[src/rtl/spi_ram_pkg.sv]
// Shared types and constants for the SPI-fronted burst RAM.
package spi_ram_pkg;

  localparam int CMD_BITS = 2;

  typedef enum logic [2:0] {
    IDLE,
    CMD,
    ADDR,
    HOLD,
    WDATA,
    RTURN,
    RDATA
  } state_e;

  typedef enum logic [1:0] {
    WR_ADDR = 2'b00,
    WR_DATA = 2'b01,
    RD_ADDR = 2'b10,
    RD_DATA = 2'b11
  } cmd_e;

  function automatic int max_int(input int a, input int b);
    return (a > b) ? a : b;
  endfunction

endpackage

[src/rtl/spi_ram_burst_wrapper_mem.sv]
// Synchronous 1-write / 1-read memory. Contents are deliberately not reset.
module spi_ram_mem #(
  parameter int ADDR_SIZE = 8,
  parameter int DATA_SIZE = 8
) (
  input  logic                 clk,
  input  logic                 rst_n,
  input  logic                 we,
  input  logic [ADDR_SIZE-1:0] waddr,
  input  logic [DATA_SIZE-1:0] wdata,
  input  logic                 re,
  input  logic [ADDR_SIZE-1:0] raddr,
  output logic [DATA_SIZE-1:0] rdata
);

  localparam int MEM_DEPTH = 2**ADDR_SIZE;

  logic [DATA_SIZE-1:0] mem [MEM_DEPTH];

  // Write port: storage array only, no reset.
  always_ff @(posedge clk) begin
    if (we) mem[waddr] <= wdata;
  end

  // Registered read port; data appears the cycle after re.
  always_ff @(posedge clk or negedge rst_n) begin
    if (!rst_n)  rdata <= '0;
    else if (re) rdata <= mem[raddr];
  end

endmodule

[src/rtl/spi_ram_burst_wrapper.sv]
// SPI slave fronting an on-chip RAM with separate write/read pointers and
// wrap-around burst transfers for as long as ss_n stays low.
//
// Serial handshake: there is no valid/ready pair. ss_n low frames a
// transaction; every rising clk edge with ss_n low transfers exactly one
// MOSI bit in and (in RDATA) one MISO bit out. ss_n high ends the frame.
module spi_ram_burst_wrapper
  import spi_ram_pkg::*;
#(
  parameter int ADDR_SIZE = 8,
  parameter int DATA_SIZE = 8
) (
  input  logic clk,
  input  logic rst_n,
  input  logic MOSI,
  input  logic ss_n,
  output logic MISO,
  output logic frame_err
);

  localparam int MAX_W = max_int(ADDR_SIZE, DATA_SIZE);
  // Only the bits before the current one are stored; the last bit is MOSI.
  localparam int SH_W  = MAX_W - 1;
  localparam int BC_W  = $clog2(MAX_W);
  localparam int IDX_W = $clog2(DATA_SIZE);

  state_e                 state_q, state_d;
  cmd_e                   cmd_q, cmd_next;
  logic [SH_W-1:0]        shift_q;
  logic [BC_W-1:0]        bit_cnt_q;
  logic [ADDR_SIZE-1:0]   wr_ptr_q, rd_ptr_q;

  logic                   addr_done, word_done, rd_advance, abort_err;
  logic                   mem_re;
  logic [ADDR_SIZE-1:0]   mem_raddr;
  logic [DATA_SIZE-1:0]   rd_data;
  logic [ADDR_SIZE-1:0]   addr_word;
  logic [DATA_SIZE-1:0]   data_word;
  logic [IDX_W-1:0]       tx_idx;

  assign addr_word = {shift_q[ADDR_SIZE-2:0], MOSI};
  assign data_word = {shift_q[DATA_SIZE-2:0], MOSI};
  // MSB first: bit 0 of the counter selects the word's top bit.
  assign tx_idx    = IDX_W'(DATA_SIZE - 1) - IDX_W'(bit_cnt_q);

  spi_ram_mem #(
    .ADDR_SIZE (ADDR_SIZE),
    .DATA_SIZE (DATA_SIZE)
  ) u_mem (
    .clk   (clk),
    .rst_n (rst_n),
    .we    (word_done),
    .waddr (wr_ptr_q),
    .wdata (data_word),
    .re    (mem_re),
    .raddr (mem_raddr),
    .rdata (rd_data)
  );

  // State register.
  always_ff @(posedge clk or negedge rst_n) begin
    if (!rst_n) state_q <= IDLE;
    else        state_q <= state_d;
  end

  // Next-state decode plus per-cycle strobes for the datapath.
  always_comb begin
    state_d    = state_q;
    cmd_next   = cmd_e'({shift_q[0], MOSI});
    addr_done  = 1'b0;
    word_done  = 1'b0;
    rd_advance = 1'b0;
    abort_err  = 1'b0;
    mem_re     = 1'b0;
    mem_raddr  = rd_ptr_q;
    if (ss_n) begin
      state_d   = IDLE;
      // Only a partially shifted-in address or data word is an error.
      abort_err = ((state_q == ADDR) || (state_q == WDATA)) && (bit_cnt_q != '0);
    end else begin
      unique case (state_q)
        IDLE:  state_d = CMD;
        CMD: begin
          unique case (cmd_next)
            WR_ADDR, RD_ADDR: state_d = ADDR;
            WR_DATA:          state_d = WDATA;
            default:          state_d = RTURN;
          endcase
        end
        ADDR: begin
          if (bit_cnt_q == BC_W'(ADDR_SIZE - 1)) begin
            addr_done = 1'b1;
            state_d   = HOLD;
          end
        end
        HOLD:  state_d = HOLD;
        WDATA: word_done = (bit_cnt_q == BC_W'(DATA_SIZE - 1));
        RTURN: begin
          mem_re  = 1'b1;
          state_d = RDATA;
        end
        RDATA: begin
          // Prefetch the next word while the LSB goes out, so bursts are gap-free.
          if (bit_cnt_q == BC_W'(DATA_SIZE - 1)) begin
            rd_advance = 1'b1;
            mem_re     = 1'b1;
            mem_raddr  = rd_ptr_q + ADDR_SIZE'(1);
          end
        end
        default: state_d = IDLE;
      endcase
    end
  end

  // Datapath: shift register, bit counter, pointers, MISO and error pulse.
  always_ff @(posedge clk or negedge rst_n) begin
    if (!rst_n) begin
      cmd_q     <= WR_ADDR;
      shift_q   <= '0;
      bit_cnt_q <= '0;
      wr_ptr_q  <= '0;
      rd_ptr_q  <= '0;
      MISO      <= 1'b0;
      frame_err <= 1'b0;
    end else begin
      frame_err <= abort_err;
      MISO      <= 1'b0;
      if (ss_n) begin
        bit_cnt_q <= '0;
      end else begin
        shift_q <= {shift_q[SH_W-2:0], MOSI};
        unique case (state_q)
          CMD: begin
            cmd_q     <= cmd_next;
            bit_cnt_q <= '0;
          end
          ADDR: begin
            if (addr_done) begin
              bit_cnt_q <= '0;
              if (cmd_q == WR_ADDR) wr_ptr_q <= addr_word;
              else                  rd_ptr_q <= addr_word;
            end else begin
              bit_cnt_q <= bit_cnt_q + BC_W'(1);
            end
          end
          WDATA: begin
            if (word_done) begin
              bit_cnt_q <= '0;
              wr_ptr_q  <= wr_ptr_q + ADDR_SIZE'(1);
            end else begin
              bit_cnt_q <= bit_cnt_q + BC_W'(1);
            end
          end
          RDATA: begin
            MISO <= rd_data[tx_idx];
            if (rd_advance) begin
              bit_cnt_q <= '0;
              rd_ptr_q  <= rd_ptr_q + ADDR_SIZE'(1);
            end else begin
              bit_cnt_q <= bit_cnt_q + BC_W'(1);
            end
          end
          default: bit_cnt_q <= '0;
        endcase
      end
    end
  end

endmodule

[config.mk]
export PLATFORM = sky130hd
export DESIGN_NAME = spi_ram_burst_wrapper
export DESIGN_NICKNAME = d
export VERILOG_FILES = /design/src/rtl/spi_ram_pkg.sv /design/src/rtl/spi_ram_burst_wrapper_mem.sv /design/src/rtl/spi_ram_burst_wrapper.sv
export SDC_FILE = /design/constraint.sdc
export NUM_CORES = 2
export LEC_CHECK = 0
export CAP_MARGIN = 20
export CORE_MARGIN = 5
export CORE_UTILIZATION = 45
export DETAILED_ROUTE_END_ITERATION = 16
export MAX_ROUTING_LAYER = met4
export PLACE_DENSITY_LB_ADDON = 0.3
export SLEW_MARGIN = 30
export SYNTH_ARGS = -nofsm -noshare
export SYNTH_HDL_FRONTEND = slang
export SYNTH_SLANG_ARGS = --single-unit
[constraint.sdc]
create_clock -name clk -period 5.3 [get_ports clk]
set_input_delay 0.795 -clock clk [delete_from_list [all_inputs] [get_ports clk]]
set_output_delay 0.795 -clock clk [all_outputs]
set_load 0.02 [all_outputs]
[Word-level counts from Yosys, hierarchy flattened]
Memory sizes are Yosys's and may differ from the RTL's. A register that Yosys moved wholly into a read port is not among the register bits.
Cells that the tools add are included.
Word-level totals
  flip-flop bits (word level): 33
  bits in writable memories: 2048
  bits of input ports: 4
  output and inout port bits: 2
  word-level logic and storage cells: 82
  memories kept: 1
Memory list
  u_mem.mem: words 256, bits a word 8, rd ports 1, clocked after Yosys merged registers in 1, write ports 1, RTL line spi_ram_burst_wrapper_mem.sv:18  | logic [DATA_SIZE-1:0] mem [MEM_DEPTH];
Operators by class
  $add $sub $neg: 4
  order comparisons: 1
  eq/ne operators: 16
  mux-type cells: 36
  bitwise operators: 1
  reductions and logical operators: 15
Operators by type and width (count)
  8-bit 2-to-1 mux: 9
  8-bit case mux with 2 select lines: 2
  3-bit 2-to-1 mux: 6
  3-bit case mux with 6 select lines: 1
  8-bit by 1-bit adder with 8-bit output (second input constant): 2
  1-bit 2-to-1 mux: 14
  3-bit == test (second input constant): 4
  5-bit AND reduction: 2
  3-bit case mux with 3 select lines: 1
  3-bit by 2-bit == test with 1-bit output (second input constant): 2
  2-bit by 1-bit != test with 1-bit output (second input constant): 3
  2-bit != test (second input constant): 3
  3-bit case mux with 2 select lines: 1
  2-bit logical NOT: 2
  3-bit by 4-bit less-than comparator with 1-bit output (second input constant): 1
  2-bit AND reduction: 2
  2-bit nonzero test: 2
  2-bit OR reduction: 2
  3-bit by 1-bit adder with 3-bit output (second input constant): 1
  1-bit binary-select mux with 3-bit select: 1
  3-bit by 1-bit == test with 1-bit output (second input constant): 1
  3-bit logical NOT: 1
  3-bit by 2-bit != test with 1-bit output (second input constant): 1
  3-bit nonzero test: 1
  other kinds (8): 8

[Depth between registers and ports, before layout]
  depth after elaboration: 7
  gate-level depth with buffers: 17

[By module]
A second synthesis with hierarchy kept.
Unflattened totals
  cells, all modules: 4014
  area, all modules: 81914.8 um2
Modules (own cells, without submodules)
  spi_ram_mem: instances 1, cells an instance 3816, area an instance 79961.7 um2, seq. area each 61699.2 um2
  spi_ram_burst_wrapper: instances 1, cells an instance 198, area an instance 1953.1 um2, seq. area each 825.8 um2

[Least setup slack after synthesis]
Ideal clock, no wire load.
  kind: reg2reg
  from: register shift_q[0]
  to: memory u_mem.mem[0][1], data pin
  setup time: 0.816 ns
  arrival: 3.245 ns
  data required time: 4.484 ns
  path slack: 1.238 ns
  cell stages (with the launch flop): 1
  path buffers: 0
  path through: dfrtp_1
RTL lines
  start: declaration: RTL line spi_ram_burst_wrapper.sv:29  | logic [SH_W-1:0] shift_q;
  start signal: assignment: RTL line spi_ram_burst_wrapper.sv:131  | shift_q <= {shift_q[SH_W-2:0], MOSI};
  end: declaration: RTL line spi_ram_burst_wrapper_mem.sv:18
No word-level cell before the write port.

[Worst setup path in the final report]
  from: register state_q[0]
  to: register u_mem.rdata[4], read port of u_mem.mem
Between the ends
  longest elaborated chain between the ends: 3
RTL lines
  start: declaration: RTL line spi_ram_burst_wrapper.sv:27  | state_e state_q, state_d;
  start signal: assignment: RTL line spi_ram_burst_wrapper.sv:63  | else state_q <= state_d;
  3-bit == test: RTL line spi_ram_burst_wrapper.sv:81  | unique case (state_q)
  1-bit case mux with 2 select lines or 8-bit 2-to-1 mux (tied branches): RTL line spi_ram_burst_wrapper.sv:81
  1-bit 2-to-1 mux or 8-bit 2-to-1 mux (tied branches): RTL line spi_ram_burst_wrapper.sv:76  | if (ss_n) begin
  end: declaration: RTL line spi_ram_burst_wrapper_mem.sv:13  | output logic [DATA_SIZE-1:0] rdata
Parallel ways exist; a longest one is shown, timed or not.
A chain may end at the register's enable or synchronous reset.

==> metrics.yaml <==
synth.distinct_cells: 100
status: "finished clean"
rows: 158
p_leak_nw: 30.96
synth_area_per_cell_um2: 16.02
rr_endpoint: "u_mem.rdata[4]"
synth_nets: 5261
synth_top_area_cell: "edfxtp_1"
yosysTopAreaCellShare_pct: 73.14
ys_warn_count: 0
grt_max_degree: 195
drc: 0
fin_nets: 5356
vias: 49521
synthFlopType: "edfxtp_1"
dr.pass1.iters: 6
cts_resized: 0
first_iter_violations: 6869
area_growth_pct: 12.11
peakVddDrop_v: 0.0003846
drt-total-wl_mm: 235.6
slew_headroom_pct: 18.26
fill_cells: 15001
gp_congestion: 0.9367
portBuffers: 5
routedWlPerCell_um: 29.46
setup_viol: 0
cts_tree: "built"
regToRegSetupSlack_ns: 0.32
synth_area_leaders: "edfxtp_1 73%, mux4_2 5.5%, nand2_1 3.4%, nand3_1 1.7%, a211oi_1 1.6%"
synth_area_um2: 84090
crit_type: "reg2reg"
grt_pass1_vias: 47754
core_um2: 185600
timing.rr.start: "state_q[0]"
vias_per_cell: 6.192
cp-end-kind: "flip-flop"
regArea_um2: 62550
fin_crit_ns: 4.985
tns_ns: 0
critPathMaxFanout: 35
critical_path_required_ns: 6.06
pin_count: 6
drv_slew: 0
cts_sinks: 2089
synth_seq_cells: 2089
grt_setup_unrepaired: "false"
synth-edff-count: 2048
yosysSeqAreaShare_pct: 74.36
critPathLaunchType: "flip-flop"
min_period_over_period_pct: 94.06
clkTransAtPathRegs_ns: 0.06
antenna_found_initial: 8
die_w_um: 442.3
cts_setup_buffers: 0
crit_start: "state_q[0]"
grt_overflow: 0
critical_path.endpoint: "u_mem.rdata[4]"
dieArea_um2: 195600
max_cap_violations: 0
clock_latency_ns: 0.86
layout.cells.non_filler: 7997
clockBufferDepth: 3
multi_input_area_um2: 19720
clock-root-buffer: "clkbuf_16"
min_path_type: "in2async"
hold_viol_final: 0
cts-htree-levels: 4
worstMarginPinSlew_ns: 1.226
fin_hold_ws_ns: 0.03057
p_total_w: 0.03450
die_y_um: 442.3
fmax_mhz: 200.6
skew_ns: 0.05402
cellPowerDensity_nw_per_um2: 366.0
dp.final_hpwl_mm: 147.1
cp.arrival_ns: 5.74
initial_utilization_pct: 45.30
layout-drive-gt1-share_pct: 15.08
syn_inst: 5248
dp.cells: 7615
cts_inserted_buffers: 204
worstRegToRegCells: 11
synth-async-reset-ratio_pct: 1.963
grt_pass1_wl_mm: 341.6
cts_hold_buf: 0
grt.total_usage_pct: 24.29
ant_nets: 0
[registers in the layout, indices dropped and copies added, names as in the netlist, 2 cells and up]
signal / flops
rd_ptr_q: 8
shift_q: 7
state_q: 3
cmd_q: 2
wr_ptr_q: 8
u_mem.rdata: 8
bit_cnt_q: 3
u_mem.mem: 2048
[kinds of logic (layout without fill, tap and decap cells)]
logic type,Yosys count,in the layout,share of synthesized area [%]
AND/OR/NAND/NOR,1720,1720,9.292
buffers and inverters,362,623,2.509
adder cells (fa/ha/maj),9,9,0.1339
multiplexers,363,363,7.648
other,0,8,0
XOR/XNOR,12,12,0.1518
flip-flops,2089,2089,74.36
AO/OA/AOI/OAI,693,693,5.910
[where the power goes]
group,leakage [nW],internal (W),switching (W)
logic,8.90,0.000156,0.00103
registers,19.0,0.0191,0.000259
clock network,3.11,0.00781,0.00617
[per-stage QoR]
stage | setup slack [ns] | area [um^2] | utilization, %
4_1_cts | 0.4440 | 94160 | 50.72
5_1_grt | 0.2850 | 94270 | 50.78
6_report | 0.3151 | 94270 | 50.78
2_1_floorplan | 1.238 | 84090 | -
3_5_place_dp | -0.09852 | 87790 | 47.29
3_3_place_gp | -0.1044 | 87760 | 47.28
[how the worst min path moves through the flow]
stage / end / slack (ns) / depth (start not counted)
after global placement: cmd_q[1] / 0.50 / 1
after global routing: shift_q[5] / 0.07 / 2
final: frame_err / 0.03 / 2
after detailed placement: cmd_q[0] / 0.51 / 1
after floorplan: cmd_q[0] / 0.48 / 1
after CTS: frame_err / 0.01 / 2
[area by class of cell]
type | instances | area share [%]
Inverter | 12 | 0.04778
Clock buffer | 258 | 5.707
Antenna cell | 8 | 0.02124
Clock inverter | 114 | 1.050
Timing Repair Buffer | 239 | 2.609
Sequential cell | 2089 | 66.35
Tap cell | 2480 | 3.292
Multi-Input combinational cell | 2797 | 20.92
[cells in the final DEF, fill, tap and decap left out, types with 49 or more instances in the layout]
master     synthesis  layout
a211oi_1         182     182
a21oi_1           92      92
a311oi_1          64      64
a31oi_1           74      74
and3_1           177     177
buf_12             9      49
buf_4             46     183
clkbuf_1         148      49
clkbuf_16          0     206
clkinv_1           1      53
edfxtp_1        2048    2048
mux2i_1          131     131
mux4_2           204     204
nand2_1          768     768
nand3_1          285     277
nor2_1           328     305
o21ai_0           58      58
o22ai_1           55      55
[cells in the mapped netlist, types with 7 or more instances]
cell type     n
nor4b_1      13
buf_2        99
a31oi_1      74
nor2b_1       8
and2_1        7
a21oi_1      92
mux2_2       14
ha_1          9
mux4_2      204
xnor2_1       7
a2111oi_0     7
buf_6        29
nand4b_1      8
nor2_1      328
nor3_1       37
buf_4        46
buf_8         8
edfxtp_1   2048
nand2_1     768
nand4_1      23
buf_1        11
inv_1        11
nand3_1     285
o22ai_1      55
dfrtp_1      41
a22oi_1      18
nor4_1       19
o211ai_1     16
a211oi_1    182
a31o_2       13
a32oi_1      19
o21ai_0      58
mux4_1       14
a221oi_1      8
and3_1      177
a311oi_1     64
clkbuf_1    148
buf_12        9
o221ai_1      8
mux2i_1     131
or3_1         9
[critical path: stages (launching register included)]
cell	delay (ns)
dfrtp_1	0.55
nand3b_2	0.56
nor4_1	0.67
or2_4	0.49
buf_12	0.29
buf_4	0.28
mux4_2	0.23
o22a_1	0.18
o221ai_1	0.16
nor3_1	0.87
nor2_1	0.23
o311ai_2	0.28
[layer usage]
layer	track usage, %	share of wire (%)	up-vias
li1	-	-	20809
met1	33.40	40	25431
met2	36.13	46	2825
met3	5.242	10	456
met4	8.611	3.9	0
met5	-	0	-
Note: power is estimated with default switching activity, not from simulation.
